$ cat src/rtl/bmp_pkg.sv
// Shared constants for the BMP pixel processing stage.
// State encoding, header signature and pixel operation selects.
package bmp_pkg;

    localparam int HDR_BYTES_C = 54;

    localparam logic [7:0] BMP_SIG_B = 8'h42;
    localparam logic [7:0] BMP_SIG_M = 8'h4D;

    localparam logic MODE_THRESH = 1'b0;
    localparam logic MODE_BRIGHT = 1'b1;

    localparam logic [1:0] IDLE   = 2'd0;
    localparam logic [1:0] HEADER = 2'd1;
    localparam logic [1:0] PIXELS = 2'd2;

endpackage

$ cat src/rtl/bmp_byte_op.sv
// Per-byte pixel operation: threshold or saturating brightness.
// Passes the byte through unchanged when en is low.
module bmp_byte_op
    import bmp_pkg::*;
(
    input  logic       mode,
    input  logic [7:0] p,
    input  logic       en,
    input  logic [7:0] b,
    output logic [7:0] y
);

    logic [8:0] sum;
    logic [7:0] res;

    always_comb begin
        sum = {1'b0, b} + {1'b0, p};
        if (mode == MODE_BRIGHT)
            res = sum[8] ? 8'hFF : sum[7:0];
        else
            res = (b >= p) ? 8'hFF : 8'h00;
        y = en ? res : b;
    end

endmodule

$ cat src/rtl/bmp_pixel_proc.sv
// BMP header parser and per-byte pixel processor with registered output.
// Optional PIX_STATS_EN adds the pix_cnt processed-byte counter port.
module bmp_pixel_proc
    import bmp_pkg::*;
#(
    parameter int DATA_BUS_SIZE = 32,
    parameter int HDR_BYTES     = HDR_BYTES_C
) (
    input  logic                     clk,
    input  logic                     rst_n,
    input  logic                     in_valid,
    output logic                     in_ready,
    input  logic [DATA_BUS_SIZE-1:0] in_data,
    input  logic                     in_mode,
    input  logic [7:0]               in_data_proc,
    output logic                     out_valid,
    input  logic                     out_ready,
    output logic [DATA_BUS_SIZE-1:0] out_data,
    output logic                     out_last,
    output logic [31:0]              file_size,
    output logic                     hdr_err
`ifdef PIX_STATS_EN
    ,
    output logic [31:0]              pix_cnt
`endif
);

    localparam int          BPW   = DATA_BUS_SIZE / 8;
    localparam logic [31:0] BPW_W = 32'(BPW);
    localparam logic [31:0] HDR_W = 32'(HDR_BYTES);

    logic [1:0]               state, state_nxt;
    logic [31:0]              byte_cnt, fs_nxt;
    logic                     mode_q, mode_eff;
    logic [7:0]               p_q, p_eff, sig0_q, sig0_nxt;
    logic                     accept, first, sig_bad, hdr_end;
    logic                     err_nxt, err_fin, is_last;
    logic [BPW-1:0]           en;
    logic [DATA_BUS_SIZE-1:0] proc_data;

    assign in_ready = !out_valid || out_ready;
    assign accept   = in_valid && in_ready;
    assign first    = (state == IDLE);

    // Header capture: byte_cnt is 0 in IDLE, so offsets are absolute.
    always_comb begin : scan
        logic [31:0] off;
        logic [7:0]  bk;
        fs_nxt   = file_size;
        sig0_nxt = sig0_q;
        sig_bad  = 1'b0;
        hdr_end  = 1'b0;
        for (int k = 0; k < BPW; k++) begin
            off = byte_cnt + 32'(k);
            bk  = in_data[8*k +: 8];
            if (off == 32'd0)
                sig0_nxt = bk;
            if (off == 32'd1)
                sig_bad = (sig0_nxt != BMP_SIG_B) || (bk != BMP_SIG_M);
            case (off)
                32'd2:   fs_nxt[7:0]   = bk;
                32'd3:   fs_nxt[15:8]  = bk;
                32'd4:   fs_nxt[23:16] = bk;
                32'd5:   fs_nxt[31:24] = bk;
                default: ;
            endcase
            if (off == HDR_W - 32'd1)
                hdr_end = 1'b1;
        end
        err_nxt = (first ? 1'b0 : hdr_err) | sig_bad;
        err_fin = err_nxt | (hdr_end && (fs_nxt <= HDR_W));
    end

    always_comb begin : mask
        logic [31:0] off;
        en = '0;
        for (int k = 0; k < BPW; k++) begin
            off   = byte_cnt + 32'(k);
            en[k] = !err_fin && (off >= HDR_W) && (off < fs_nxt);
        end
    end

    always_comb begin
        if (hdr_end)
            is_last = err_fin || (fs_nxt <= byte_cnt + BPW_W);
        else
            is_last = (state == PIXELS) && (byte_cnt + BPW_W >= fs_nxt);
    end

    always_ff @(posedge clk or negedge rst_n) begin
        if (!rst_n)
            state <= IDLE;
        else
            state <= state_nxt;
    end

    always_comb begin
        state_nxt = state;
        if (accept) begin
            unique case (1'b1)
                is_last:
                    state_nxt = IDLE;
                !is_last && (hdr_end || state == PIXELS):
                    state_nxt = PIXELS;
                default:
                    state_nxt = HEADER;
            endcase
        end
    end

    // The first beat uses the live operands; later beats use latched ones.
    always_comb begin
        mode_eff = first ? in_mode : mode_q;
        p_eff    = first ? in_data_proc : p_q;
    end

    for (genvar g = 0; g < BPW; g++) begin : g_op
        bmp_byte_op u_op (
            .mode (mode_eff),
            .p    (p_eff),
            .en   (en[g]),
            .b    (in_data[8*g +: 8]),
            .y    (proc_data[8*g +: 8])
        );
    end

    always_ff @(posedge clk or negedge rst_n) begin
        if (!rst_n) begin
            byte_cnt  <= '0;
            file_size <= '0;
            hdr_err   <= 1'b0;
            sig0_q    <= '0;
            mode_q    <= MODE_THRESH;
            p_q       <= '0;
            out_valid <= 1'b0;
            out_data  <= '0;
            out_last  <= 1'b0;
        end else begin
            if (accept) begin
                byte_cnt  <= (state_nxt == IDLE) ? 32'd0 : byte_cnt + BPW_W;
                file_size <= fs_nxt;
                sig0_q    <= sig0_nxt;
                hdr_err   <= err_fin;
                if (first) begin
                    mode_q <= in_mode;
                    p_q    <= in_data_proc;
                end
                out_valid <= 1'b1;
                out_data  <= proc_data;
                out_last  <= is_last;
            end else if (out_ready) begin
                out_valid <= 1'b0;
            end
        end
    end

`ifdef PIX_STATS_EN
    logic [31:0] n_proc;

    always_comb begin
        n_proc = '0;
        for (int k = 0; k < BPW; k++)
            n_proc = n_proc + 32'(en[k]);
    end

    always_ff @(posedge clk or negedge rst_n) begin
        if (!rst_n)
            pix_cnt <= '0;
        else if (accept)
            pix_cnt <= (first ? 32'd0 : pix_cnt) + n_proc;
    end
`endif

endmodule

$ cat config.mk
export PLATFORM = sky130hd
export DESIGN_NAME = bmp_pixel_proc
export DESIGN_NICKNAME = d
export VERILOG_FILES = /design/src/rtl/bmp_pkg.sv /design/src/rtl/bmp_byte_op.sv /design/src/rtl/bmp_pixel_proc.sv
export SDC_FILE = /design/constraint.sdc
export NUM_CORES = 1
export LEC_CHECK = 0
export CORE_MARGIN = 3
export CORE_UTILIZATION = 59
export DETAILED_ROUTE_END_ITERATION = 12
export PLACE_DENSITY = 0.82
export SLEW_MARGIN = 20
export SYNTH_ARGS = -nofsm -noshare
export SYNTH_HDL_FRONTEND = slang
export SYNTH_SLANG_ARGS = --single-unit
export TNS_END_PERCENT = 100
$ cat constraint.sdc
create_clock -name clk -period 6.45 [get_ports clk]
set_clock_uncertainty 0.15 [all_clocks]
set_input_delay 1.29 -clock clk [delete_from_list [all_inputs] [get_ports clk]]
set_output_delay 1.29 -clock clk [all_outputs]
set_load 0.01 [all_outputs]
==> impl_metrics.ini <==
[status]
outcome = finished clean

[floorplan]
initial_core_util_pct = 60.4
dieArea_sq_um = 21000
rows = 50
fp.dieW_um = 145
die_h_um = 145
ios = 113
core_sq_um = 18800

[timing]
fmax_ghz = 0.175
rsz0062_at_grt = no
post-route-period-util_pct = 88.5
setup_violations = 0
slew_violations = 0
fin_tns_setup_ns = 0
fin_crit_ns = 5.71
slew_headroom_pct = 26.5
tightest_slew_ns = 1.10
fin_hold_ws_ns = 0.338
hold_viol = 0

[critical_path]
crit_fanout = 32
worstSetupPathType = register to register
crit_chain = and4_1, nand4_1, or4_1, nor2_1, nand3_1, xnor2_1, ha_1, a2111oi_0, o21ai_0, a221o_1, and2_1, a31oi_1, o21ai_0, a2bb2oi_2, buf_4, nor2_1, buf_4, mux2_2
worst-path-buf-inv = 2
slowest_delay_ns = 0.71
crit_arrival_ns = 5.86
crit_family = simple AND/OR/NAND/NOR gates
worstSetupStartpointType = register
slowest_stage = dfrtp_1
cp_data_required_time_ns = 6.60
end_kind = register

[clock_network]
cts_buffers = 9
htree_levels = 3
clkLatencyLatePin_ns = 0.37
clk_pin_slew_ns = 0.08
tritoncts = done
cts.sinks = 108
cts.hold.buffers_added = 0
cts_resized = 0
cts_setup_buffers = 0
cts_root_buf = clkbuf_16
clockBufferDepth = 2

[yosys]
synth_area_sq_um = 11400
ys_types = 71
synth_nets = 1579
yosys-top-cells-area = dfrtp_1 (24%), ha_1 (19%), mux2i_1 (7.2%)
syn_inst = 1357
synth_top_cell_area_share_pct = 23.8
ys_async_sr_fraction_pct = 100
synthFlopType = dfrtp_1
ys_warn_count = 0
synth_enable_flop_cells = 0
avgSynthCellArea_sq_um = 8.38
post-synth-top-area-cell = dfrtp_1
ys_ff_latch = 108
synth-seq-area-share_pct = 23.8

[drt]
wl_per_cell_um = 20.5
vias = 10500
final_antenna_net_count = 0
via_per_inst = 6.34
drc = 0
wirelength_um = 34000
drt_iter0_drc = 825
first_pass_iters = 5

[final_layout]
syn_to_final_growth_pct = 12.8
final_cell_mix = ha_1 (173), o21ai_0 (111), clkdlybuf4s50_1 (111), nand2_1 (109), dfrtp_1 (108)
mostFrequentLayoutCell = ha_1
diodes = 0
fin_nets = 1615
drive_gt1_share_pct = 4.94
final_cells = 1657

[power]
leakage_nw = 5.64
swShare_pct = 41.8
clkPwrFrac_pct = 20.5
max-vdd-ir-drop_mv = 0.146
power_w = 0.00270
seqPwrFrac_pct = 31.9
p_sw_w = 0.00113
powerDensity_nw_per_um2 = 210
internal_power_w = 0.00157
pwr-share-comb_pct = 47.6

[flow_run]
maxCapViolations = 0

[global_routing]
grt_pass1_vias = 9905
grt-ovfl-total = 0
antenna_found_initial = 0
grt_max_degree = 80
grt_pass1_wl_um = 53400
track_usage_pct = 32.3

[placement]
dp_hpwl_um = 26600
dp_cells = 1642
port-buffer-count = 112
gp_routability_congestion = 0.975

[min_path]
hp-class = register to register
cell usage after synthesis, types with 4 or more instances:
library cell and count:
a31oi_1 10, o211ai_1 7, o21ai_0 111, a21o_1 31
mux2i_1 82, nor4_1 11, or3_1 6, ha_1 173
nor3b_1 5, inv_1 57, xor2_1 15, nand4_1 31
a211oi_1 7, o31ai_1 10, a211o_1 5, buf_2 14
o21bai_1 8, clkbuf_1 91, dfrtp_1 108, nor3_1 23
nor2b_1 13, xnor2_1 33, a2111oi_0 4, and2_1 12
nand2b_1 18, nand3_1 34, nor2_1 95, nand2_1 110
and3_1 19, fa_1 4, mux2_2 9, a22o_1 19
a221o_1 11, o21a_1 7, or4_1 9, and4_1 6
a21oi_1 97
metal layers:
layer	GRT usage (%)	share of wire [%]
met1	44.2	44
met2	53.3	47
met3	3.12	6.5
met4	11.2	3.1
met5	0	0
final timing paths:
path / start / endpoint / slack (ns) / depth (start not counted)
worst max-delay path: byte_cnt[7]$_DFFE_PN0P_ / byte_cnt[2]$_DFFE_PN0P_ / 0.74 / 18
worst min-delay path: p_q[0]$_DFFE_PN0P_ / p_q[0]$_DFFE_PN0P_ / 0.34 / 2
worst max register to register: byte_cnt[7]$_DFFE_PN0P_ / byte_cnt[2]$_DFFE_PN0P_ / 0.74 / 18
worst min register to register: p_q[0]$_DFFE_PN0P_ / p_q[0]$_DFFE_PN0P_ / 0.34 / 2
max in group asynchronous: rst_n / byte_cnt[3]$_DFFE_PN0P_ / 4.15 / 2
min in group asynchronous: rst_n / out_data[4]$_DFFE_PN0P_ / 0.80 / 1
worst min-delay path: cells and delay by family (launching register included):
family           cells  cell delay, ns
AND/OR/NAND/NOR      2            0.11
flip-flops           1            0.35
power by group through the flow:
stage | combinational, W | clock (W) | sequential [W]
2_1_floorplan | 0.000838 | 0 | 0.000840
3_3_place_gp | 0.00124 | 0 | 0.000865
3_5_place_dp | 0.00126 | 0 | 0.000868
4_1_cts | 0.00127 | 0.000560 | 0.000856
5_1_grt | 0.00142 | 0.000581 | 0.000871
6_report | 0.00128 | 0.000553 | 0.000859
final cells by class:
cell class,instances,area (sq um)
Tap cell,260,325
Clock inverter,6,48.8
Sequential cell,108,2700
Inverter,58,218
Timing Repair Buffer,133,1280
Clock buffer,9,225
Multi-Input combinational cell,1083,8030
Fill cell,1554,6000
cells by family (layout without fill, tap and decap cells):
kind of cell	after synthesis	after routing	synth area share, %
DFF	108	108	23.8
muxes	92	92	8.23
buffers and inverters	166	206	5.70
and+or+nand+nor	410	410	18.7
AOI/OAI and AO/OA	353	353	19.9
xor gates and xnor gates	48	48	3.70
adders and majority gates	180	180	20.0
sequential cells by signal, summed over array words and instances, names as in the netlist:
name       count
out_last       1
mode_q         1
out_data      32
p_q            8
state          2
file_size     32
hdr_err        1
byte_cnt      30
out_valid      1
through the flow:
step	area [sq um]	setup WS [ns]	utilization (%)
after floorplan	11400	1.68	-
after global routing	12800	0.292	68.1
final	12800	0.742	68.1
after detailed placement	12600	0.811	66.7
after global placement	12600	1.00	66.7
after CTS	12800	0.802	68.1
No activity file was read; power rests on OpenSTA's default activity.
